===== src/rtl/regfile_wb_arbiter_pkg.sv =====
// Shared definitions for the register-file write-back arbiter.
//   ADDR_W / DATA_W / NUM_REGS : default register-file geometry
//   REG_ZERO                   : hard-wired zero register, never written or tracked
//   req_idx_e                  : requester index, also used as the round-robin pointer
package regfile_wb_arbiter_pkg;

  localparam int unsigned DATA_W   = 32;
  localparam int unsigned ADDR_W   = 5;
  localparam int unsigned NUM_REGS = 1 << ADDR_W;

  localparam logic [ADDR_W-1:0] REG_ZERO = '0;

  typedef enum logic {
    REQ_ALU = 1'b0,
    REQ_MEM = 1'b1
  } req_idx_e;

  // The requester that did not win a contested grant; priority moves to it.
  function automatic req_idx_e rr_loser(input req_idx_e winner);
    return (winner == REQ_ALU) ? REQ_MEM : REQ_ALU;
  endfunction

endpackage


===== src/rtl/regfile_scoreboard.sv =====
// Pending-write scoreboard: one busy bit per architectural register.
//   clk, rst                  : clock, synchronous active-high reset (clears all bits)
//   set_valid_i, set_addr_i   : issue-stage reservation, marks a register pending
//   clr_valid_i, clr_addr_i   : write-port commit, releases a register
//   chk_addrN_i / chk_busyN_o : two combinational lookups for the decode stage
// A set and a clear of the same register on one edge leaves it busy: the reservation
// belongs to a newer producer than the write that is completing.
module regfile_scoreboard #(
  parameter int unsigned ADDR_W   = regfile_wb_arbiter_pkg::ADDR_W,
  parameter int unsigned NUM_REGS = regfile_wb_arbiter_pkg::NUM_REGS
) (
  input  logic              clk,
  input  logic              rst,
  input  logic              set_valid_i,
  input  logic [ADDR_W-1:0] set_addr_i,
  input  logic              clr_valid_i,
  input  logic [ADDR_W-1:0] clr_addr_i,
  input  logic [ADDR_W-1:0] chk_addr1_i,
  input  logic [ADDR_W-1:0] chk_addr2_i,
  output logic              chk_busy1_o,
  output logic              chk_busy2_o
);
  import regfile_wb_arbiter_pkg::*;

  logic [NUM_REGS-1:0] busy_q, busy_d;

  always_comb begin
    busy_d = busy_q;
    if (clr_valid_i) begin
      busy_d[clr_addr_i] = 1'b0;
    end
    // Applied after the clear so a same-edge reservation wins.
    if (set_valid_i && (set_addr_i != ADDR_W'(REG_ZERO))) begin
      busy_d[set_addr_i] = 1'b1;
    end
    // The zero register never has a pending producer.
    busy_d[0] = 1'b0;
  end

  always_ff @(posedge clk) begin
    if (rst) begin
      busy_q <= '0;
    end else begin
      busy_q <= busy_d;
    end
  end

  // Reads the registered bits: a register being written this cycle still reports busy
  // because the RegFile has not captured the data yet.
  assign chk_busy1_o = busy_q[chk_addr1_i];
  assign chk_busy2_o = busy_q[chk_addr2_i];

endmodule


===== src/rtl/regfile_wb_arbiter.sv =====
// Round-robin arbiter for the single RegFile write port, with pending-write scoreboard.
//   clk, rst                     : clock, synchronous active-high reset
//   req0_* (valid/addr/data/ready): ALU write-back requester
//   req1_* (valid/addr/data/ready): load / multicycle write-back requester
//   rsv_valid, rsv_addr          : issue-stage destination reservation
//   chk_addrN, chk_busyN         : decode-stage RAW hazard lookups
//   Ctrl_regWr, Write_import, Write_data : registered RegFile write port
// A grant in cycle N appears on the write port in cycle N+1. Grants to register 0 are
// accepted and take part in arbitration but never raise Ctrl_regWr.
module regfile_wb_arbiter #(
  parameter int unsigned DATA_W     = regfile_wb_arbiter_pkg::DATA_W,
  parameter int unsigned ADDR_W     = regfile_wb_arbiter_pkg::ADDR_W,
  parameter int unsigned PRIO_RESET = 0
) (
  input  logic              clk,
  input  logic              rst,
  input  logic              req0_valid,
  input  logic [ADDR_W-1:0] req0_addr,
  input  logic [DATA_W-1:0] req0_data,
  output logic              req0_ready,
  input  logic              req1_valid,
  input  logic [ADDR_W-1:0] req1_addr,
  input  logic [DATA_W-1:0] req1_data,
  output logic              req1_ready,
  input  logic              rsv_valid,
  input  logic [ADDR_W-1:0] rsv_addr,
  input  logic [ADDR_W-1:0] chk_addr1,
  input  logic [ADDR_W-1:0] chk_addr2,
  output logic              chk_busy1,
  output logic              chk_busy2,
  output logic              Ctrl_regWr,
  output logic [ADDR_W-1:0] Write_import,
  output logic [DATA_W-1:0] Write_data
);
  import regfile_wb_arbiter_pkg::*;

  localparam req_idx_e PrioInit = (PRIO_RESET == 0) ? REQ_ALU : REQ_MEM;

  req_idx_e          prio_q, prio_d;
  logic              contested;
  logic              grant0, grant1, any_grant;
  logic [ADDR_W-1:0] grant_addr;
  logic [DATA_W-1:0] grant_data;

  logic              wr_en_q, wr_en_d;
  logic [ADDR_W-1:0] wr_addr_q, wr_addr_d;
  logic [DATA_W-1:0] wr_data_q, wr_data_d;

  // Grant decode. Nothing is accepted while in reset.
  always_comb begin
    contested = req0_valid & req1_valid;
    grant0    = 1'b0;
    grant1    = 1'b0;
    if (!rst) begin
      if (contested) begin
        grant0 = (prio_q == REQ_ALU);
        grant1 = (prio_q == REQ_MEM);
      end else begin
        grant0 = req0_valid;
        grant1 = req1_valid;
      end
    end
    any_grant  = grant0 | grant1;
    grant_addr = grant1 ? req1_addr : req0_addr;
    grant_data = grant1 ? req1_data : req0_data;
  end

  assign req0_ready = grant0;
  assign req1_ready = grant1;

  // Priority only moves after a contested grant; the holder always wins those.
  always_comb begin
    prio_d = prio_q;
    if (contested && !rst) begin
      prio_d = rr_loser(prio_q);
    end
  end

  // Output stage: address/data hold when idle so the RegFile port stays quiet.
  always_comb begin
    wr_en_d   = any_grant && (grant_addr != ADDR_W'(REG_ZERO));
    wr_addr_d = wr_addr_q;
    wr_data_d = wr_data_q;
    if (any_grant) begin
      wr_addr_d = grant_addr;
      wr_data_d = grant_data;
    end
  end

  always_ff @(posedge clk) begin
    if (rst) begin
      prio_q    <= PrioInit;
      wr_en_q   <= 1'b0;
      wr_addr_q <= '0;
      wr_data_q <= '0;
    end else begin
      prio_q    <= prio_d;
      wr_en_q   <= wr_en_d;
      wr_addr_q <= wr_addr_d;
      wr_data_q <= wr_data_d;
    end
  end

  assign Ctrl_regWr   = wr_en_q;
  assign Write_import = wr_addr_q;
  assign Write_data   = wr_data_q;

  // Busy bits clear on the edge that ends the write-port cycle, i.e. when RegFile commits.
  regfile_scoreboard #(
    .ADDR_W   (ADDR_W),
    .NUM_REGS (1 << ADDR_W)
  ) u_scoreboard (
    .clk         (clk),
    .rst         (rst),
    .set_valid_i (rsv_valid),
    .set_addr_i  (rsv_addr),
    .clr_valid_i (wr_en_q),
    .clr_addr_i  (wr_addr_q),
    .chk_addr1_i (chk_addr1),
    .chk_addr2_i (chk_addr2),
    .chk_busy1_o (chk_busy1),
    .chk_busy2_o (chk_busy2)
  );

endmodule


===== config.mk =====
export PLATFORM = sky130hd
export DESIGN_NAME = regfile_wb_arbiter
export DESIGN_NICKNAME = d
export VERILOG_FILES = /design/src/rtl/regfile_wb_arbiter_pkg.sv /design/src/rtl/regfile_scoreboard.sv /design/src/rtl/regfile_wb_arbiter.sv
export SDC_FILE = /design/constraint.sdc
export NUM_CORES = 1
export LEC_CHECK = 0
export ABC_AREA = 1
export BUFFER_PORTS_ARGS = -buffer_cell sky130_fd_sc_hd__clkbuf_2
export CAP_MARGIN = 20
export CORE_UTILIZATION = 53
export DETAILED_ROUTE_END_ITERATION = 8
export GPL_ROUTABILITY_DRIVEN = 0
export PLACE_DENSITY_LB_ADDON = 0.08
export SYNTH_ARGS = -nofsm -noshare
export SYNTH_HDL_FRONTEND = slang
export SYNTH_HIERARCHICAL = 1
export SYNTH_SLANG_ARGS = --single-unit

===== constraint.sdc =====
create_clock -name clk -period 2.6 [get_ports clk]
set_input_delay 0.52 -clock clk [delete_from_list [all_inputs] [get_ports clk]]
set_output_delay 0.52 -clock clk [all_outputs]
set_load 0.1 [all_outputs]

==> impl_results.rst <==
.. list-table::
   :header-rows: 1

   * - Metric
     - Value
   * - Pwr per Cell Area
     - between 600 and 700 nW/µm²
   * - DRC violations left
     - 0
   * - Inst Count DP
     - 751
   * - Setup violators final
     - 0
   * - Syn_nets
     - 655
   * - Final Skew
     - 0.00957 ns
   * - Final Slew Violations
     - 0
   * - Arrival time at the worst endpoint
     - between 1.5 and 2 ns
   * - Pin count of the biggest net entering global routing
     - 75
   * - Transition at the pin with the smallest max-transition slack
     - 0.644 ns
   * - Syn_area_per_cell
     - 6.56 µm²
   * - Number of buffers inserted to repair setup after CTS
     - 0
   * - Post-Layout Cell Count
     - approximately 770
   * - Wire length of the first global-routing pass
     - ~18,000 µm
   * - Clock tree from TritonCTS
     - built
   * - Endpoint required time on the critical path
     - between 2 and 2.5 ns
   * - Max rail drop VDD
     - 0.000356 V
   * - First-pass detailed-route iteration total
     - 5
   * - Final clock period utilization by the worst path
     - 0.876
   * - Part of the Yosys area used for sequential elements
     - 0.381
   * - Unrepaired setup endpoints after global routing
     - no
   * - Sink Count
     - 70
   * - Master cell of the clock root buffer
     - clkbuf_8
   * - Outcome
     - completed
   * - Boundary Pins
     - roughly 140
   * - Global routing usage summed across all routing layers
     - 0.305
   * - Max Buffers Root-to-Sink
     - 2
   * - Count of nets left with antenna violations after detail routing
     - 0
   * - Number of diodes added for antenna fixing
     - 0
   * - Antenna violations before repair
     - 0
   * - Library cells used by synthesis
     - 25
   * - Layout Nets
     - 776
   * - Seq cells post-synth
     - 70
   * - Total grt overflow
     - 0
   * - HPWL after DPL
     - roughly 7900 µm
   * - Element type at the critical path start
     - input port
   * - Post-Synthesis Cells
     - 561
   * - CP endpoint kind
     - output pin
   * - Height of the chip
     - 85.3 µm
   * - Inserted Clock Buffers
     - 9
   * - Area of the die
     - 7280 µm²
   * - Clock period minus final worst setup slack
     - 2.28 ns
   * - Largest driver fanout on the critical path
     - 17
   * - Most frequent cell on the critical path
     - nand2_1
   * - Via count of the first global-routing pass
     - 3,726
   * - Initial cell density of the core
     - 0.545
   * - Max Cap Violations
     - 0
   * - Peak clock frequency supported by timing
     - 0.439 GHz
   * - Die Wd
     - between 80 and 90 µm
   * - Port Buffers
     - 135
   * - Wirelength per Cell
     - 14.0 µm
   * - Number of vias after detailed routing
     - 4,162
   * - Routed WL
     - 10,700 µm
   * - Site row count
     - 30
   * - Crit path largest cell delay
     - 0.26 ns
   * - CORE AREA
     - 6760 µm²
   * - Slack of the worst reg-to-reg path
     - 0.88 ns
   * - Slew HR
     - 0.568
   * - Slowest cell on the critical path
     - inv_2
   * - Hold Slack
     - 0.419 ns
   * - CTS clock-pin slew for the worst setup and hold paths
     - approximately 0.08 ns
   * - Final Hold Viols
     - 0
   * - Worst setup path class
     - in2out
   * - Leakage power summed over all cells
     - approximately 2.2 nW
   * - First DRT Iteration DRCs
     - 318
   * - Hold buffer count at cts
     - 0
   * - PostCTS Resize Cnt
     - 0
   * - Cell-by-cell listing of the critical path
     - clkbuf_2, inv_2, nand2_1, nand3_1, nand3_1, nand2_1, nand2_1, nand2_1, nand2_1, nand2_1, buf_12
   * - Area growth from synthesis to final layout
     - 24.3%
   * - Clock network latency to the later pin of the worst-skew pair
     - approximately 0.33 ns
   * - Number of vias per cell
     - 5.43
   * - Kind of cell with the highest combined delay on the critical path
     - buffers and inverters
   * - Buffers & Inverters on Critical Path
     - 3
   * - Ys Warns
     - 6
   * - Type of the tightest min-delay check
     - in2reg
   * - Cell area after synthesis
     - 3680 µm²
   * - Share of layout cells above drive strength 1
     - 0.248
   * - H-tree levels
     - 3
   * - Total Neg Setup Slack
     - 0 ns
==> layout by cell type, fill, tap and decap left out, types with 8 or more instances in the layout <==
cell type  synthesis  final
nand2_1          189    189
clkbuf_2           0    132
dfxtp_1           70     70
nand3_1           70     70
a21oi_1           59     59
inv_1             41     41
o21ai_0           34     34
a31oi_1           27     27
clkbuf_8           0     10
inv_2              9      9
o211ai_1           8      8
nor3_1             8      8
==> synth_stat cells, drive strengths merged <==
library cell,n,area (µm²)
nand3,71,360
a21oi,59,295
nand2,190,716
dfxtp,70,1400
a21o,2,15.0
buf,23,144
clkbuf,7,26.3
a31oi,27,169
o21ai,37,185
o211ai,8,60.1
a211oi,1,7.51
nand3b,1,7.51
nor3,12,86.3
inv,50,188
nor2,3,18.8
==> state kept, by name, summed over array words and instances (netlist names) <==
name	count
Ctrl_regWr	1
prio_q	1
u_scoreboard/busy_q	31
Write_import	5
Write_data	32
==> worst min-delay path: cells and delay by family <==
kind,cells,cell delay [ns]
buf+inv,1,0.08
compound gates,1,0.06
simple gates,1,0.05
==> power breakdown <==
part | total, mW | internal, mW | leakage, nW | switching, mW
Sequential | 1.19 | 1.14 | 0.577 | 0.0468
Clock | 0.852 | 0.465 | 0.0887 | 0.387
Combinational | 0.941 | 0.202 | 1.51 | 0.740
==> worst paths after layout <==
path              cells after the start                         startpoint                           endpoint
setup reg to reg                      9                prio_q$_SDFFE_PP0P_              Ctrl_regWr$_SDFF_PP0_
setup / recovery                     11                       chk_addr2[0]                          chk_busy2
hold / removal                        3                      req1_data[10]        Write_data[10]$_SDFFE_PP0P_
hold reg to reg                       2  u_scoreboard/busy_q[5]$_SDFF_PP0_  u_scoreboard/busy_q[5]$_SDFF_PP0_
==> per-layer routing <==
metal / track usage / share of wire / up-vias
met5: 0 / 0 / -
met4: 0.139 / 0.033 / 0
met3: 0.0623 / 0.077 / 21
met2: 0.511 / 0.49 / 193
met1: 0.379 / 0.40 / 1831
li1: - / - / 2117
==> metrics by stage <==
step / instance area, µm² / setup WS [ns] / util / total power, mW
after detailed placement: 4390 / 0.338 / 0.649 / 2.15
final: 4580 / 0.323 / 0.677 / 2.98
after global placement: 4390 / 0.376 / 0.649 / 2.14
after floorplan: 3680 / 0.225 / - / 1.94
after CTS: 4580 / 0.336 / 0.677 / 3.00
after global routing: 4580 / 0.176 / 0.677 / 3.12
==> layout make-up <==
| cell class | count | area (µm²) |
|---|---|---|
| multi-input combinational | 411 | 1930 |
| tap | 80 | 100 |
| clock buffer | 12 | 145 |
| sequential | 70 | 1400 |
| clock inverter | 3 | 45.0 |
| timing repair buffer | 140 | 771 |
| inverter | 50 | 188 |
| fill | 576 | 2180 |
==> kinds of logic after synthesis <==
logic type             Yosys count  synth area share
buffers and inverters           80            0.0972
flip-flops                      70             0.381
AND/OR/NAND/NOR                277             0.323
AO/OA/AOI/OAI                  134             0.199
No activity file was read; power rests on OpenSTA's default activity.
